<file path="src/rtl/video_pkg.sv">
// rtl/video_pkg.sv - shared 800x600 video timing constants and coordinate type
// Purpose: single source of the display timing used by the timing
//          controller, background and sprite blocks.
// Contents: H_*/V_* porch/sync/active sizes, derived H_BLK/H_TOT/V_BLK/V_TOT,
//           coord_t (11-bit signed scan coordinate).
package video_pkg;

    localparam int H_ACTIVE = 800;
    localparam int H_FP     = 56;
    localparam int H_SYNC   = 120;
    localparam int H_BP     = 64;
    localparam int V_ACTIVE = 600;
    localparam int V_FP     = 37;
    localparam int V_SYNC   = 6;
    localparam int V_BP     = 23;

    localparam int H_BLK = H_FP + H_SYNC + H_BP;
    localparam int H_TOT = H_BLK + H_ACTIVE;
    localparam int V_BLK = V_FP + V_SYNC + V_BP;
    localparam int V_TOT = V_BLK + V_ACTIVE;

    // Blanking sits at negative coordinates so active video starts at 0.
    typedef logic signed [10:0] coord_t;

endpackage

</file>
<file path="src/rtl/sync_delay.sv">
// rtl/sync_delay.sv - enabled shift register with a fixed reset value
// Purpose: delays a small bundle of control bits by DEPTH enabled cycles.
// Ports:
//   clk, reset  clock and asynchronous active-high reset
//   en          shift enable; contents hold while low
//   din         bits entering the first stage
//   dout        bits leaving the last stage
module sync_delay #(
    parameter int                WIDTH     = 3,
    parameter int                DEPTH     = 1,
    parameter logic [WIDTH-1:0]  RESET_VAL = '0
) (
    input  logic             clk,
    input  logic             reset,
    input  logic             en,
    input  logic [WIDTH-1:0] din,
    output logic [WIDTH-1:0] dout
);

    logic [WIDTH-1:0] stage_q [DEPTH];

    always_ff @(posedge clk or posedge reset) begin
        if (reset) begin
            for (int i = 0; i < DEPTH; i++) begin
                stage_q[i] <= RESET_VAL;
            end
        end else if (en) begin
            stage_q[0] <= din;
            for (int i = 1; i < DEPTH; i++) begin
                stage_q[i] <= stage_q[i-1];
            end
        end
    end

    assign dout = stage_q[DEPTH-1];

endmodule

</file>
<file path="src/rtl/vga_timing_ctrl.sv">
// rtl/vga_timing_ctrl.sv - master scan sequencer: spot coordinates, syncs, strobes
// Purpose: walks the raster one pixel per enabled clock, producing signed
//          coordinates, pipeline-aligned hsync/vsync/blank and line/frame strobes.
// Ports:
//   clk, reset      pixel clock, asynchronous active-high reset
//   pix_en          pixel advance enable; everything holds while low
//   spotX, spotY    signed scan position, 0.. during active video
//   hsync, vsync    active-high syncs, delayed PIPE_DELAY enabled cycles
//   blank           high outside the active area, delayed PIPE_DELAY
//   line_start      pulse on the first pixel of every line (enabled cycles only)
//   frame_start     pulse on the first pixel of every frame
//   frame_cnt       frames completed, modulo 256
module vga_timing_ctrl #(
    parameter int H_ACTIVE   = video_pkg::H_ACTIVE,
    parameter int H_FP       = video_pkg::H_FP,
    parameter int H_SYNC     = video_pkg::H_SYNC,
    parameter int H_BP       = video_pkg::H_BP,
    parameter int V_ACTIVE   = video_pkg::V_ACTIVE,
    parameter int V_FP       = video_pkg::V_FP,
    parameter int V_SYNC     = video_pkg::V_SYNC,
    parameter int V_BP       = video_pkg::V_BP,
    parameter int PIPE_DELAY = 1
) (
    input  logic                clk,
    input  logic                reset,
    input  logic                pix_en,
    output logic signed [10:0]  spotX,
    output logic signed [10:0]  spotY,
    output logic                hsync,
    output logic                vsync,
    output logic                blank,
    output logic                line_start,
    output logic                frame_start,
    output logic [7:0]          frame_cnt
);

    localparam int H_BLK = H_FP + H_SYNC + H_BP;
    localparam int V_BLK = V_FP + V_SYNC + V_BP;

    // Coordinates are counted directly in the signed domain; hcnt/vcnt are
    // implied as spot + blanking width.
    localparam video_pkg::coord_t X_FIRST = video_pkg::coord_t'(-H_BLK);
    localparam video_pkg::coord_t X_LAST  = video_pkg::coord_t'(H_ACTIVE - 1);
    localparam video_pkg::coord_t Y_FIRST = video_pkg::coord_t'(-V_BLK);
    localparam video_pkg::coord_t Y_LAST  = video_pkg::coord_t'(V_ACTIVE - 1);
    localparam video_pkg::coord_t HS_ON   = video_pkg::coord_t'(H_FP - H_BLK);
    localparam video_pkg::coord_t HS_OFF  = video_pkg::coord_t'(H_FP + H_SYNC - H_BLK);
    localparam video_pkg::coord_t VS_ON   = video_pkg::coord_t'(V_FP - V_BLK);
    localparam video_pkg::coord_t VS_OFF  = video_pkg::coord_t'(V_FP + V_SYNC - V_BLK);

    video_pkg::coord_t x_q, y_q, x_d, y_d;
    logic [7:0]        fc_q, fc_d;
    logic [2:0]        raw_d;
    logic [2:0]        sync_out;

    always_comb begin
        x_d  = x_q + 11'sd1;
        y_d  = y_q;
        fc_d = fc_q;
        if (x_q == X_LAST) begin
            x_d = X_FIRST;
            if (y_q == Y_LAST) begin
                y_d  = Y_FIRST;
                fc_d = fc_q + 8'd1;
            end else begin
                y_d = y_q + 11'sd1;
            end
        end
    end

    // Raw timing is decoded from the next position so that, once registered,
    // it lines up with spotX; extra stages then add PIPE_DELAY on top.
    always_comb begin
        raw_d    = 3'b000;
        raw_d[2] = (x_d >= HS_ON) && (x_d < HS_OFF);
        raw_d[1] = (y_d >= VS_ON) && (y_d < VS_OFF);
        raw_d[0] = (x_d < 11'sd0) || (y_d < 11'sd0);
    end

    always_ff @(posedge clk or posedge reset) begin
        if (reset) begin
            x_q  <= X_FIRST;
            y_q  <= Y_FIRST;
            fc_q <= 8'd0;
        end else if (pix_en) begin
            x_q  <= x_d;
            y_q  <= y_d;
            fc_q <= fc_d;
        end
    end

    sync_delay #(
        .WIDTH     (3),
        .DEPTH     (PIPE_DELAY + 1),
        .RESET_VAL (3'b001)
    ) u_sync_delay (
        .clk   (clk),
        .reset (reset),
        .en    (pix_en),
        .din   (raw_d),
        .dout  (sync_out)
    );

    assign spotX     = x_q;
    assign spotY     = y_q;
    assign hsync     = sync_out[2];
    assign vsync     = sync_out[1];
    assign blank     = sync_out[0];
    assign frame_cnt = fc_q;

    // Strobes mark the enabled cycle that sits on the first pixel, so they are
    // qualified by the live pix_en and masked while reset is held.
    assign line_start  = pix_en && !reset && (x_q == X_FIRST);
    assign frame_start = line_start && (y_q == Y_FIRST);

endmodule

</file>
<file path="config.mk">
export PLATFORM = sky130hd
export DESIGN_NAME = vga_timing_ctrl
export DESIGN_NICKNAME = d
export VERILOG_FILES = /design/src/rtl/video_pkg.sv /design/src/rtl/sync_delay.sv /design/src/rtl/vga_timing_ctrl.sv
export SDC_FILE = /design/constraint.sdc
export NUM_CORES = 1
export LEC_CHECK = 0
export ABC_AREA = 0
export CORE_MARGIN = 2
export CORE_UTILIZATION = 35
export DETAILED_ROUTE_END_ITERATION = 8
export SETUP_SLACK_MARGIN = 0.1
export SKIP_LAST_GASP = 1
export SLEW_MARGIN = 40
export SYNTH_ARGS = -nofsm -noshare
export SYNTH_HDL_FRONTEND = slang
export SYNTH_SLANG_ARGS = --single-unit
</file>
<file path="constraint.sdc">
create_clock -name clk -period 6.4 [get_ports clk]
set_input_delay 0.64 -clock clk [delete_from_list [all_inputs] [get_ports clk]]
set_output_delay 0.64 -clock clk [all_outputs]
set_load 0.02 [all_outputs]
</file>
==> results.toml, run 1 <==
[outcome]
run_status = "finished, final reports clean"

[sta]
worst_pin_slew_ns = 0.525
layout_min_cycle_time_ns = 3.56
hold-worst-slack_ns = 0.465
setup-tns-final_ns = 0
finalHoldViolCount = 0
setup_slack_ns = 2.84
fin_skew_ns = 0.00385
setup_viol = 0
max_freq_mhz = 281
max-slew-margin-rel_pct = 64.7
timing.final.crit_share_pct = 55.7
timing_max_transition_violations_final = 0
grt_setup_unrepaired = "no"

[critical_path]
setup.worst_path.start_class = "primary input"
ff_to_ff_path_depth = 6
critPathCaptureType = "primary output"
cpMostUsedCell = "sky130_fd_sc_hd__clkdlybuf4s50_1"
critPathKind = "in2out"
critical_path_fanouts_max = 37
critPathRequiredTime_ns = 5.76
worstPathCellList = "clkdlybuf4s50_1 -> inv_1 -> buf_4 -> nand4b_1 -> nor4_1 -> and4_1 -> clkdlybuf4s50_1"
critPathLaunch = "reset"
reg2reg_setup_slack_ns = 3.50
slowest_delay_ns = 0.60
cp_slowest_cell = "sky130_fd_sc_hd__clkdlybuf4s50_1"
critical_path.reg2reg.startpoint = "spotX[4]$_DFFE_PP1P_"
worstPathArrival_ns = 2.92

[cts]
cts_tree = "done"
clkTransAtPathRegs_ns = 0.07
postCtsSetupBuffers = 0
cts.sinks = 36
cts_inserted_buffers = 5
ctsResizeCount = 0
ctsHtreeMaxLevel = 2
cts.root.buffer_cell = "sky130_fd_sc_hd__clkbuf_8"
clock_network_latency_to_the_later_pin_of_the_worst_skew_pair_ns = 0.28
hold_buffers = 0
cts_max_path_buffers = 2

[routing]
initial_detailed_routing_violation_count = 135
route.layer.met1.wl_um = 2410
avgViaCountPerCell = 5.37
route.final.wire_length_um = 4890
vias = 1815
routedWlPerCell_um = 14.5
met2_wirelength_um = 2180
detail_route.drc_violations = 0
route.top_layer_used = "met4"
firstDrtPassIters = 4
route.antenna.remaining_nets = 0
route.met3.wl_um = 256

[synth]
postSynth.topFlopCell = "sky130_fd_sc_hd__dfrtp_1"
netlist_area_um2 = 2150
synth_nets = 237
postSynthRegisterBits = 36
ys_warn_count = 0
synth_enable_flop_cells = 0
synth.lib_cells_used.distinct = 47
postSynth.asyncResetShare_pct = 100
syn_avg_cell_area_um2 = 9.40
netlist_instances = 229
ys_seq_area_share_pct = 42.7

[power_and_ir_drop]
leakage_dissipation_uw = 0.00111
power.density_cell_area_nw_per_um2 = 238
maximum_vdd_drop_v = 0.000177

[global_routing]
grt_pass1_wl_um = 7890
antenna_found_initial = 0
grt_overflow = 0
first_global_vias = 1574
maximum_number_of_pins_on_one_net_before_global_route_repair = 38
global_router_s_overall_resource_usage_pct = 15.2

[hold_path]
worst_hold_path.num_cells = 1
min_from = "frame_cnt[7]$_DFFE_PP0P_"
worst_hold_class = "reg2reg"

[die]
initial_core_utilization_pct = 36.4
chipWidth_um = 82.4
rows = 28
die_h_um = 82.4
design.core.area_um2 = 5920
dieArea_um2 = 6800
io-pin-count = 38

[place]
gpl.final_weighted_congestion = 0.827
dpl.hpwl_um = 3490
buffer_ports.inserted = 37
placement.cell_area_um2 = 2580
preCtsSetupSlack_ns = 2.80

[finish]
layout-drive-gt1-share_pct = 14.4
num_antenna_cells = 0
share_of_the_core_filled_with_cells_pct = 45.1
finalNetCount = 270
layout.cell_area.non_filler_um2 = 2670
syn_to_final_growth_pct = 24.1

[run]
max_cap_violations = 0
cell usage in the layout, fill, tap and decap left out, types with 3 or more instances in the layout:
| master | count |
|---|---|
| sky130_fd_sc_hd__a31oi_1 | 6 |
| sky130_fd_sc_hd__dfrtp_1 | 21 |
| sky130_fd_sc_hd__nand4_1 | 9 |
| sky130_fd_sc_hd__and2_1 | 3 |
| sky130_fd_sc_hd__mux2_2 | 8 |
| sky130_fd_sc_hd__and4_1 | 3 |
| sky130_fd_sc_hd__dfstp_2 | 15 |
| sky130_fd_sc_hd__buf_4 | 3 |
| sky130_fd_sc_hd__ha_1 | 5 |
| sky130_fd_sc_hd__nor4_1 | 4 |
| sky130_fd_sc_hd__xnor2_1 | 14 |
| sky130_fd_sc_hd__xor2_1 | 9 |
| sky130_fd_sc_hd__clkbuf_8 | 6 |
| sky130_fd_sc_hd__a21oi_1 | 10 |
| sky130_fd_sc_hd__nand2_1 | 15 |
| sky130_fd_sc_hd__nor3_1 | 8 |
| sky130_fd_sc_hd__nor2b_1 | 3 |
| sky130_fd_sc_hd__nand3_1 | 8 |
| sky130_fd_sc_hd__and3_1 | 8 |
| sky130_fd_sc_hd__nor2_1 | 19 |
| sky130_fd_sc_hd__clkdlybuf4s50_1 | 37 |
| sky130_fd_sc_hd__o21ai_0 | 10 |
| sky130_fd_sc_hd__inv_1 | 8 |
area by class of cell:
cell class                      count  area, µm²
Tap cell                           75       93.8
Multi-Input combinational cell    171       1140
Fill cell                         580       3250
Timing Repair Buffer               40        393
Inverter                            8       30.0
Clock buffer                        6       82.6
Clock inverter                      2       10.0
Sequential cell                    36        920
layer usage:
layer / global-route usage [%] / vias up
met5: 0 / -
met4: 4.00 / 0
met3: 3.04 / 2
met2: 22.3 / 55
met1: 22.6 / 864
li1: - / 894
metrics by stage:
stage	instances	power [µW]
2_1_floorplan	229	406
3_3_place_gp	330	476
3_5_place_dp	330	479
4_1_cts	338	647
5_1_grt	338	675
6_report	338	637
state kept, by name, indices dropped and copies added (netlist names):
signal                cells
u_sync_delay.stage_q      3
frame_cnt                 8
spotY                    11
spotX                    11
u_sync_delay.dout         3
Yosys cell counts, types with 2 or more instances:
| master | n | area share [%] |
|---|---|---|
| sky130_fd_sc_hd__nand2_1 | 15 | 2.6 |
| sky130_fd_sc_hd__ha_1 | 5 | 2.9 |
| sky130_fd_sc_hd__o41ai_1 | 2 | 0.81 |
| sky130_fd_sc_hd__inv_1 | 8 | 1.4 |
| sky130_fd_sc_hd__mux2_2 | 8 | 4.2 |
| sky130_fd_sc_hd__a31oi_1 | 6 | 1.7 |
| sky130_fd_sc_hd__a21oi_1 | 10 | 2.3 |
| sky130_fd_sc_hd__xor2_1 | 9 | 3.7 |
| sky130_fd_sc_hd__o21ai_0 | 10 | 2.3 |
| sky130_fd_sc_hd__nand2b_1 | 2 | 0.58 |
| sky130_fd_sc_hd__and3_1 | 8 | 2.3 |
| sky130_fd_sc_hd__dfstp_2 | 15 | 18 |
| sky130_fd_sc_hd__a211oi_1 | 2 | 0.70 |
| sky130_fd_sc_hd__and4_1 | 3 | 1.2 |
| sky130_fd_sc_hd__and2_1 | 3 | 0.87 |
| sky130_fd_sc_hd__nand4b_1 | 2 | 0.81 |
| sky130_fd_sc_hd__nor2b_1 | 3 | 0.87 |
| sky130_fd_sc_hd__nor4b_1 | 2 | 0.81 |
| sky130_fd_sc_hd__nand4_1 | 9 | 2.6 |
| sky130_fd_sc_hd__nor2_1 | 19 | 3.3 |
| sky130_fd_sc_hd__nor3_1 | 8 | 1.9 |
| sky130_fd_sc_hd__nand3_1 | 8 | 1.9 |
| sky130_fd_sc_hd__xnor2_1 | 14 | 5.7 |
| sky130_fd_sc_hd__nor4_1 | 4 | 1.2 |
| sky130_fd_sc_hd__dfrtp_1 | 21 | 24 |
| sky130_fd_sc_hd__clkbuf_1 | 12 | 2.1 |
logic make-up after synthesis:
group           Yosys count  share of synthesized area (%)
simple gates             94                           24.2
compound gates           41                           12.4
flops                    36                           42.7
xor+xnor                 23                           9.36
buf+inv                  22                           4.18
mux                       8                           4.18
fa+ha+maj                 5                           2.91
final timing paths:
check / to
worst max-delay path: frame_start
worst min-delay path: frame_cnt[7]$_DFFE_PP0P_
worst max register to register: u_sync_delay.stage_q[4]$_DFFE_PP0P_
worst min register to register: frame_cnt[7]$_DFFE_PP0P_
max in group asynchronous: spotY[1]$_DFFE_PP1P_
min in group asynchronous: frame_cnt[7]$_DFFE_PP0P_
power breakdown:
group          internal (µW)  switching (µW)  leakage [µW]
combinational           81.8            90.4      0.000633
clock                   85.8            75.9     0.0000510
sequential               258            44.7      0.000428
worst max-delay path: cells and delay by family:
family	cells	cell delay, ns
AND/OR/NAND/NOR	3	0.83
buffers and inverters	4	1.43
Note: power is estimated with default switching activity, not from simulation.
==> inputs of run 2 (changes only) <==
==> constraint.sdc (replaced) <==
create_clock -name clk -period 3.5 [get_ports clk]
set_input_delay 0.35 -clock clk [delete_from_list [all_inputs] [get_ports clk]]
set_output_delay 0.35 -clock clk [all_outputs]
set_load 0.02 [all_outputs]
==> results.toml, run 2 (synthesis results as in run 1) <==
[place]
placement.cell_area_um2 = 2580
dpl.hpwl_um = 3450
gpl.final_weighted_congestion = 0.810
preCtsSetupSlack_ns = 0.668
buffer_ports.inserted = 37

[cts]
ctsHtreeMaxLevel = 2
cts_max_path_buffers = 2
ctsResizeCount = 0
clkTransAtPathRegs_ns = 0.08
cts.root.buffer_cell = "sky130_fd_sc_hd__clkbuf_8"
clock_network_latency_to_the_later_pin_of_the_worst_skew_pair_ns = 0.29
hold_buffers = 0
cts_inserted_buffers = 5
cts.sinks = 36
postCtsSetupBuffers = 0
cts_tree = "done"

[finish]
fillers = 568
syn_to_final_growth_pct = 25.2
layout-drive-gt1-share_pct = 14.4
layout.cell_area.non_filler_um2 = 2700
num_antenna_cells = 0
share_of_the_core_filled_with_cells_pct = 45.5
mostFrequentLayoutCells = "sky130_fd_sc_hd__clkdlybuf4s50_1 (37), sky130_fd_sc_hd__dfrtp_1 (21), sky130_fd_sc_hd__nor2_1 (19)"
finalNetCount = 270
final_common_cell = "sky130_fd_sc_hd__clkdlybuf4s50_1"

[routing]
initial_detailed_routing_violation_count = 169
route.antenna.remaining_nets = 0
route.final.wire_length_um = 5020
firstDrtPassIters = 4
detail_route.drc_violations = 0
routedWlPerCell_um = 14.9
vias = 1831
avgViaCountPerCell = 5.42

[sta]
fin_skew_ns = 0.00656
setup_slack_ns = 0.442
max-slew-margin-rel_pct = 63.7
finalHoldViolCount = 0
timing_max_transition_violations_final = 0
timing.final.crit_share_pct = 87.4
max_freq_mhz = 327
grt_setup_unrepaired = "no"
setup_viol = 0
worst_pin_slew_ns = 0.540
layout_min_cycle_time_ns = 3.06
setup-tns-final_ns = 0

[critical_path]
reg2reg_setup_slack_ns = 0.62
critical_path_fanouts_max = 8
worst_r2r_endpoint = "u_sync_delay.stage_q[4]$_DFFE_PP0P_"
worstPathArrival_ns = 2.71
critPathCaptureType = "primary output"
critPathRequiredTime_ns = 3.15
critical_path.reg2reg.startpoint = "spotX[4]$_DFFE_PP1P_"
setup.worst_path.start_class = "flip-flop"
critPathKind = "reg2out"
ff_to_ff_path_depth = 6

[global_routing]
antenna_found_initial = 0
grt_pass1_wl_um = 8040
grt_overflow = 0
maximum_number_of_pins_on_one_net_before_global_route_repair = 37
global_router_s_overall_resource_usage_pct = 15.7
first_global_vias = 1613

[outcome]
run_status = "finished, final reports clean"

[hold_path]
worst_hold_class = "reg2reg"
timing.hold.worst_endpoint = "frame_cnt[7]$_DFFE_PP0P_"
worst_hold_path.num_cells = 1
min_from = "frame_cnt[7]$_DFFE_PP0P_"

[power_and_ir_drop]
maximum_vdd_drop_v = 0.000246
leakage_dissipation_uw = 0.00112
post-layout-total-power_uw = 1250
power.density_cell_area_nw_per_um2 = 464

[die]
chipWidth_um = 82.4
design.core.area_um2 = 5920
die_h_um = 82.4
initial_core_utilization_pct = 36.4
dieArea_um2 = 6800
rows = 28
io-pin-count = 38

[run]
max_cap_violations = 0
==> run 2: changes by cell type in the layout (fill, tap and decap cells not counted), sizes merged <==
| cell | delta |
|---|---|
| inv | +1 |
| clkinv | -2 |
| clkinvlp | +1 |
| clkbuf | -1 |
| bufinv | +1 |
==> run 2: cell type report <==
class	instances	area, µm²	share of cell area, %
Multi-Input combinational cell	171	1140	42.4
Sequential cell	36	920	34.1
Timing Repair Buffer	40	393	14.6
Tap cell	75	93.8	3.48
Clock buffer	5	68.8	2.55
Clock inverter	3	46.3	1.72
Inverter	8	30.0	1.11
==> run 2: report_power, final <==
part / internal [µW] / leakage [µW] / switching (µW)
Clock: 215 / 0.0000548 / 167
Combinational: 150 / 0.000633 / 168
Sequential: 471 / 0.000428 / 79.1
==> run 2: per-stage QoR <==
stage	hold WS, ns	std cells
3_5_place_dp	0.462	330
5_1_grt	0.490	338
6_report	0.467	338
2_1_floorplan	0.446	229
4_1_cts	0.472	338
3_3_place_gp	0.457	330
==> run 2: worst max-delay path by stage <==
stage                         startpoint  slack, ns                             endpoint
floorplan                          reset       0.76                          frame_start
global placement    spotX[4]$_DFFE_PP1P_       0.72  u_sync_delay.stage_q[4]$_DFFE_PP0P_
detailed placement  spotX[4]$_DFFE_PP1P_       0.67  u_sync_delay.stage_q[4]$_DFFE_PP0P_
CTS                 spotX[4]$_DFFE_PP1P_       0.40                          frame_start
global route        spotX[4]$_DFFE_PP1P_       0.26                          frame_start
finish              spotX[4]$_DFFE_PP1P_       0.44                          frame_start
==> run 2: worst max-delay path, stage by stage (launching register included) <==
cell and delay, ns:
sky130_fd_sc_hd__dfstp_2 0.60, sky130_fd_sc_hd__or4b_4 0.49, sky130_fd_sc_hd__nor4_1 0.46, sky130_fd_sc_hd__and4_1 0.27, sky130_fd_sc_hd__clkdlybuf4s50_1 0.60
==> run 2: layer usage <==
metal | track usage, % | vias to the layer above | routed length, µm
met5 | 0 | - | 0
met4 | 5.17 | 0 | 66
met3 | 3.59 | 7 | 250
met2 | 22.7 | 53 | 2260
met1 | 22.9 | 874 | 2440
li1 | - | 897 | -
==> inputs of run 3 (changes only) <==
--- a/config.mk
+++ b/config.mk
@@ -6,9 +6,12 @@
 export NUM_CORES = 1
 export LEC_CHECK = 0
 export ABC_AREA = 0
+export CAP_MARGIN = 40
 export CORE_MARGIN = 2
 export CORE_UTILIZATION = 35
 export DETAILED_ROUTE_END_ITERATION = 8
+export GPL_TIMING_DRIVEN = 0
+export HOLD_SLACK_MARGIN = 0.05
 export SETUP_SLACK_MARGIN = 0.1
 export SKIP_LAST_GASP = 1
 export SLEW_MARGIN = 40
==> results.toml, run 3 (synthesis results as in run 1) <==
[outcome]
run_status = "finished, final reports clean"

[critical_path]
total_buffers_and_inverters_traversed_by_the_critical_path = 1
critPathRequiredTime_ns = 3.15
worstPathCellList = "or4b_4 -> nor4_1 -> and4_1 -> clkdlybuf4s50_1"
critical_path_fanouts_max = 8
crit_family = "simple AND/OR/NAND/NOR gates"
slowest_delay_ns = 0.60
setup.worst_path.start_class = "flip-flop"
critPathCaptureType = "primary output"
critPathKind = "reg2out"
cp_slowest_cell = "sky130_fd_sc_hd__dfstp_2"
worstPathArrival_ns = 2.74

[cts]
cts_inserted_buffers = 5
ctsHtreeMaxLevel = 2
cts_tree = "done"
clkTransAtPathRegs_ns = 0.08
clock_network_latency_to_the_later_pin_of_the_worst_skew_pair_ns = 0.29
postCtsSetupBuffers = 0
cts.root.buffer_cell = "sky130_fd_sc_hd__clkbuf_8"
ctsResizeCount = 0
cts_max_path_buffers = 2
cts.sinks = 36
hold_buffers = 0

[die]
io-pin-count = 38
dieArea_um2 = 6800
die_h_um = 82.4
rows = 28
design.core.area_um2 = 5920
chipWidth_um = 82.4
initial_core_utilization_pct = 36.4

[routing]
initial_detailed_routing_violation_count = 116
route.layer.met1.wl_um = 2520
route.met3.wl_um = 230
met2_wirelength_um = 2340
route.antenna.remaining_nets = 0
firstDrtPassIters = 5
detail_route.drc_violations = 0
route.final.wire_length_um = 5160
avgViaCountPerCell = 5.42
route.top_layer_used = "met4"
vias = 1898
routedWlPerCell_um = 14.7

[sta]
worst_pin_slew_ns = 0.691
finalHoldViolCount = 0
layout_min_cycle_time_ns = 3.09
setup_slack_ns = 0.407
timing_max_transition_violations_final = 0
max-slew-margin-rel_pct = 53.6
timing.final.crit_share_pct = 88.4
setup-tns-final_ns = 0
setup_viol = 0
fin_skew_ns = 0.00897
max_freq_mhz = 323
grt_setup_unrepaired = "no"

[power_and_ir_drop]
maximum_vdd_drop_v = 0.000175
power.density_cell_area_nw_per_um2 = 433
leakage_dissipation_uw = 0.00113

[place]
gpl.final_weighted_congestion = 0.857
placement.cell_area_um2 = 2650
preCtsSetupSlack_ns = 0.391
dpl.hpwl_um = 3740
buffer_ports.inserted = 37

[finish]
syn_to_final_growth_pct = 27.1
num_antenna_cells = 0
fillers = 578
final_common_cell = "sky130_fd_sc_hd__clkdlybuf4s50_1"
finalNetCount = 282
layout-drive-gt1-share_pct = 13.8
mostFrequentLayoutCells = "sky130_fd_sc_hd__clkdlybuf4s50_1 (37), sky130_fd_sc_hd__dfrtp_1 (21), sky130_fd_sc_hd__nor2_1 (19)"
layout.cell_area.non_filler_um2 = 2740

[hold_path]
worst_hold_class = "in2async"

[run]
max_cap_violations = 0

[global_routing]
maximum_number_of_pins_on_one_net_before_global_route_repair = 23
first_global_vias = 1796
global_router_s_overall_resource_usage_pct = 16.7
grt_overflow = 0
grt_pass1_wl_um = 8690
antenna_found_initial = 0
==> run 3: cell types whose count changed in the layout (fill, tap and decap cells not counted), sizes merged <==
cell | previous run | this run
clkbuf | 5 | 18
clkinv | 0 | 2
bufinv | 1 | 0
clkinvlp | 1 | 0
inv | 9 | 8
==> run 3: layer usage <==
metal | vias up | GRT usage, %
met5 | - | 0
met4 | 0 | 5.50
met3 | 7 | 3.15
met2 | 58 | 26.1
met1 | 915 | 23.3
li1 | 918 | -
==> run 3: worst paths after layout <==
path	from	to	slack [ns]	depth (start not counted)
hold reg to reg	frame_cnt[7]$_DFFE_PP0P_	frame_cnt[7]$_DFFE_PP0P_	0.48	1
min in group clk	frame_cnt[7]$_DFFE_PP0P_	frame_cnt[7]$_DFFE_PP0P_	0.48	1
max in group asynchronous	reset	spotY[1]$_DFFE_PP1P_	2.62	3
setup / recovery	spotX[4]$_DFFE_PP1P_	frame_start	0.41	4
setup reg to reg	spotX[4]$_DFFE_PP1P_	spotY[9]$_DFFE_PP1P_	0.54	7
hold / removal	reset	frame_cnt[7]$_DFFE_PP0P_	0.36	2
==> run 3: metrics by stage <==
| step | cells | util (%) | total power (µW) | hold slack, ns |
|---|---|---|---|---|
| 5_1_grt | 350 | 46.2 | 1260 | 0.394 |
| 3_5_place_dp | 342 | 44.7 | 884 | 0.478 |
| 4_1_cts | 350 | 46.2 | 1200 | 0.375 |
| 6_report | 350 | 46.2 | 1190 | 0.355 |
| 2_1_floorplan | 229 | - | 743 | 0.446 |
| 3_3_place_gp | 341 | 44.2 | 876 | 0.456 |
==> run 3: cell type report <==
cell class | count | area, µm² | area share, %
Clock inverter | 2 | 10.0 | 0.366
Tap cell | 75 | 93.8 | 3.43
Multi-Input combinational cell | 171 | 1140 | 41.8
Inverter | 8 | 30.0 | 1.10
Clock buffer | 6 | 82.6 | 3.02
Timing Repair Buffer | 38 | 398 | 14.5
Buffer | 14 | 60.1 | 2.19
Sequential cell | 36 | 920 | 33.6
==> run 3: where the power goes <==
part           internal, µW  switching [µW]
Clock                   157             154
Combinational           155             184
Sequential              471            63.9
Total                   784             402
==> run 3: worst reg2reg max path, delay by kind of cell (launching register included) <==
family                    cells  cell delay (ns)
xor gates and xnor gates      1             0.17
and+or+nand+nor               5             1.69
buffers and inverters         1             0.42
DFF                           1             0.60
==> patch (config.mk and constraints of run 3) <==
Put one more register stage on the output `spotY`, cleared by the reset. The value now appears one clock later. The other outputs are not delayed to match.
--- a/src/rtl/vga_timing_ctrl.sv
+++ b/src/rtl/vga_timing_ctrl.sv
@@ -104,3 +104,9 @@
     assign spotX     = x_q;
-    assign spotY     = y_q;
+    always_ff @(posedge clk or posedge reset) begin
+        if (reset) begin
+            spotY <= '0;
+        end else begin
+            spotY <= y_q;
+        end
+    end
     assign hsync     = sync_out[2];
Behaviour: not the same (a bounded check fails within 4 cycles, from zero or initial values and one cycle with reset high).
==> patch against run 3 <==
- area after synthesis rose by 17%
- total power rose by 14%
- wire length rose by 8.6%
- clock skew fell by 0.0024 ns
- count of clock-buffer cells in the layout did not move
- sequential cell count rose by 11
- clock power rose by 52%
- design area rose by 15%
- worst setup slack got worse by 0.11 ns
- non-clock buffer count rose by 3
- first-iteration DRC count rose by 4.3%
- global-route usage fell by 1.2 points
==> patch: results (changes against run 3) <==
global router's overall resource usage -> 0.156 (-0.0116)
Clock transition at path regs -> 0.09 ns
initial drt markers -> 121 (+4.3%)
Peak VDD IR -> 0.224 mV (+28%)
CP startpoint -> spotX[0]$_DFFE_PP0P_
met1 Use GR -> 0.219 (-0.0143)
drt pass-1 iters -> 4 (-1)
share of cells above drive strength 1 -> 0.174 (+0.0357)
cell-internal power -> 990 uW (+26%)
met2 Resource Use GR -> 0.244 (-0.0171)
Synth Area in Compound Gates -> 0.123 (-0.00115)
Synth Net Count -> 261 (+10%)
R2R Path End -> u_sync_delay.stage_q[4]$_DFFE_PP0P_
status -> complete, no violations
met3 Usage GRT -> 0.0308 (-0.000738)
post-synthesis sequential area ratio -> 0.476 (+0.0492)
placer congestion estimate -> 0.863 (+0.79%)
static leakage -> 0.00129 uW (+14%)
Detailed Route WL -> 5.60 mm (+8.6%)
Crit Path Max Fanout -> 5 (-3)
placed insts -> 387 (+13%)
Final Non-Filler Cells -> 395 (+13%)
reg2reg setup slack -> 0.66 ns (+0.12 ns)
XOR/XNOR share of the synthesized area -> 0.0559 (-0.0377)
Final Net Count -> 306 (+8.5%)
first-pass GRT wire length -> 9.47 mm (+9.0%)
Setup WS pre-CTS -> 0.379 ns (-0.0124 ns)
largest net degree at the start of global routing -> 41 (+78%)
final setup margin -> 0.299 ns (-0.108 ns)
count of cell types in the netlist -> 57 (+21%)
Post-Synthesis Cells -> 253 (+10%)
Post-synth top cells -> dfrtp_1 (32), nand2_1 (23), nand3_1 (17), o21ai_0 (17)
Vias/cell -> 5.17 (-4.6%)
mux share of post-synthesis cell area -> 0.0304 (-0.0114)
DP Wirelength -> 4.07 mm (+8.8%)
r2r worst-path depth -> 7 (unchanged)
Clk Latency, worst-skew pair -> 0.30 ns
clk_skew -> 0.00660 ns (-0.00236 ns)
fillcell total -> 661 (+14%)
Crit path arrival time -> 2.85 ns (+0.11 ns)
post-synthesis adder-cell area fraction -> 0.0249 (-0.00412)
top post-synthesis cells by area -> dfrtp_1 (32%), dfstp_2 (16%), xnor2_1 (3.5%)
vias in the first global route -> 1936 (+7.8%)
Worst slew margin -> 0.483 (-0.0529)
CP max stage cell -> clkdlybuf4s50_1
patch: changes by cell type in the layout (fill, tap and decap cells not counted), sizes merged, moves of 4 or more:
cell	delta
a31oi	-4
clkbuf	-6
nand2	+8
nor2	-4
buf	+9
a21oi	-4
o21ai	+6
nand2b	+4
nand3	+9
nor3	-4
dfrtp	+11
xnor2	-4
patch: metrics by stage:
step,cell area [um2],power (uW),hold slack [ns]
floorplan,2510,789,0.353
global placement,3000,883,0.359
detailed placement,3030,891,0.373
CTS,3160,1360,0.320
global route,3160,1420,0.334
finish,3160,1350,0.319
patch: metal layers:
layer  share of wire  wire length (um)
met5               0                 0
met4          0.0095                53
met3           0.038               213
met2            0.46              2580
met1            0.49              2750
patch: layout make-up:
class | count | area share
buffer | 17 | 0.0344
clock inverter | 2 | 0.0190
inverter | 8 | 0.0103
sequential | 47 | 0.378
clock buffer | 6 | 0.0230
timing repair buffer | 38 | 0.124
multi-input combinational | 181 | 0.374
tap | 96 | 0.0380
patch: power groups by stage:
stage | Sequential, uW | Combinational (uW) | Clock, uW
5_1_grt | 638 | 280 | 501
3_3_place_gp | 637 | 246 | 0
2_1_floorplan | 666 | 123 | 0
4_1_cts | 628 | 254 | 480
6_report | 628 | 251 | 472
3_5_place_dp | 638 | 253 | 0
patch: worst min-delay path by stage:
stage,start,to,cells past startpoint
finish,reset,spotX[1]$_DFFE_PP0P_,2
global route,reset,spotX[1]$_DFFE_PP0P_,2
CTS,reset,spotX[1]$_DFFE_PP0P_,2
detailed placement,y_q[6]$_DFFE_PP0P_,spotY[6]$_DFF_PP0_,0
global placement,y_q[6]$_DFFE_PP0P_,spotY[6]$_DFF_PP0_,0
floorplan,y_q[6]$_DFFE_PP0P_,spotY[6]$_DFF_PP0_,0
patch: kinds of logic (layout without fill, tap and decap cells):
kind of cell	after synthesis	in the layout
compound gates	46	46
fa+ha+maj	5	5
simple gates	107	107
xor+xnor	16	16
flops	47	47
mux	7	7
buf+inv	25	71
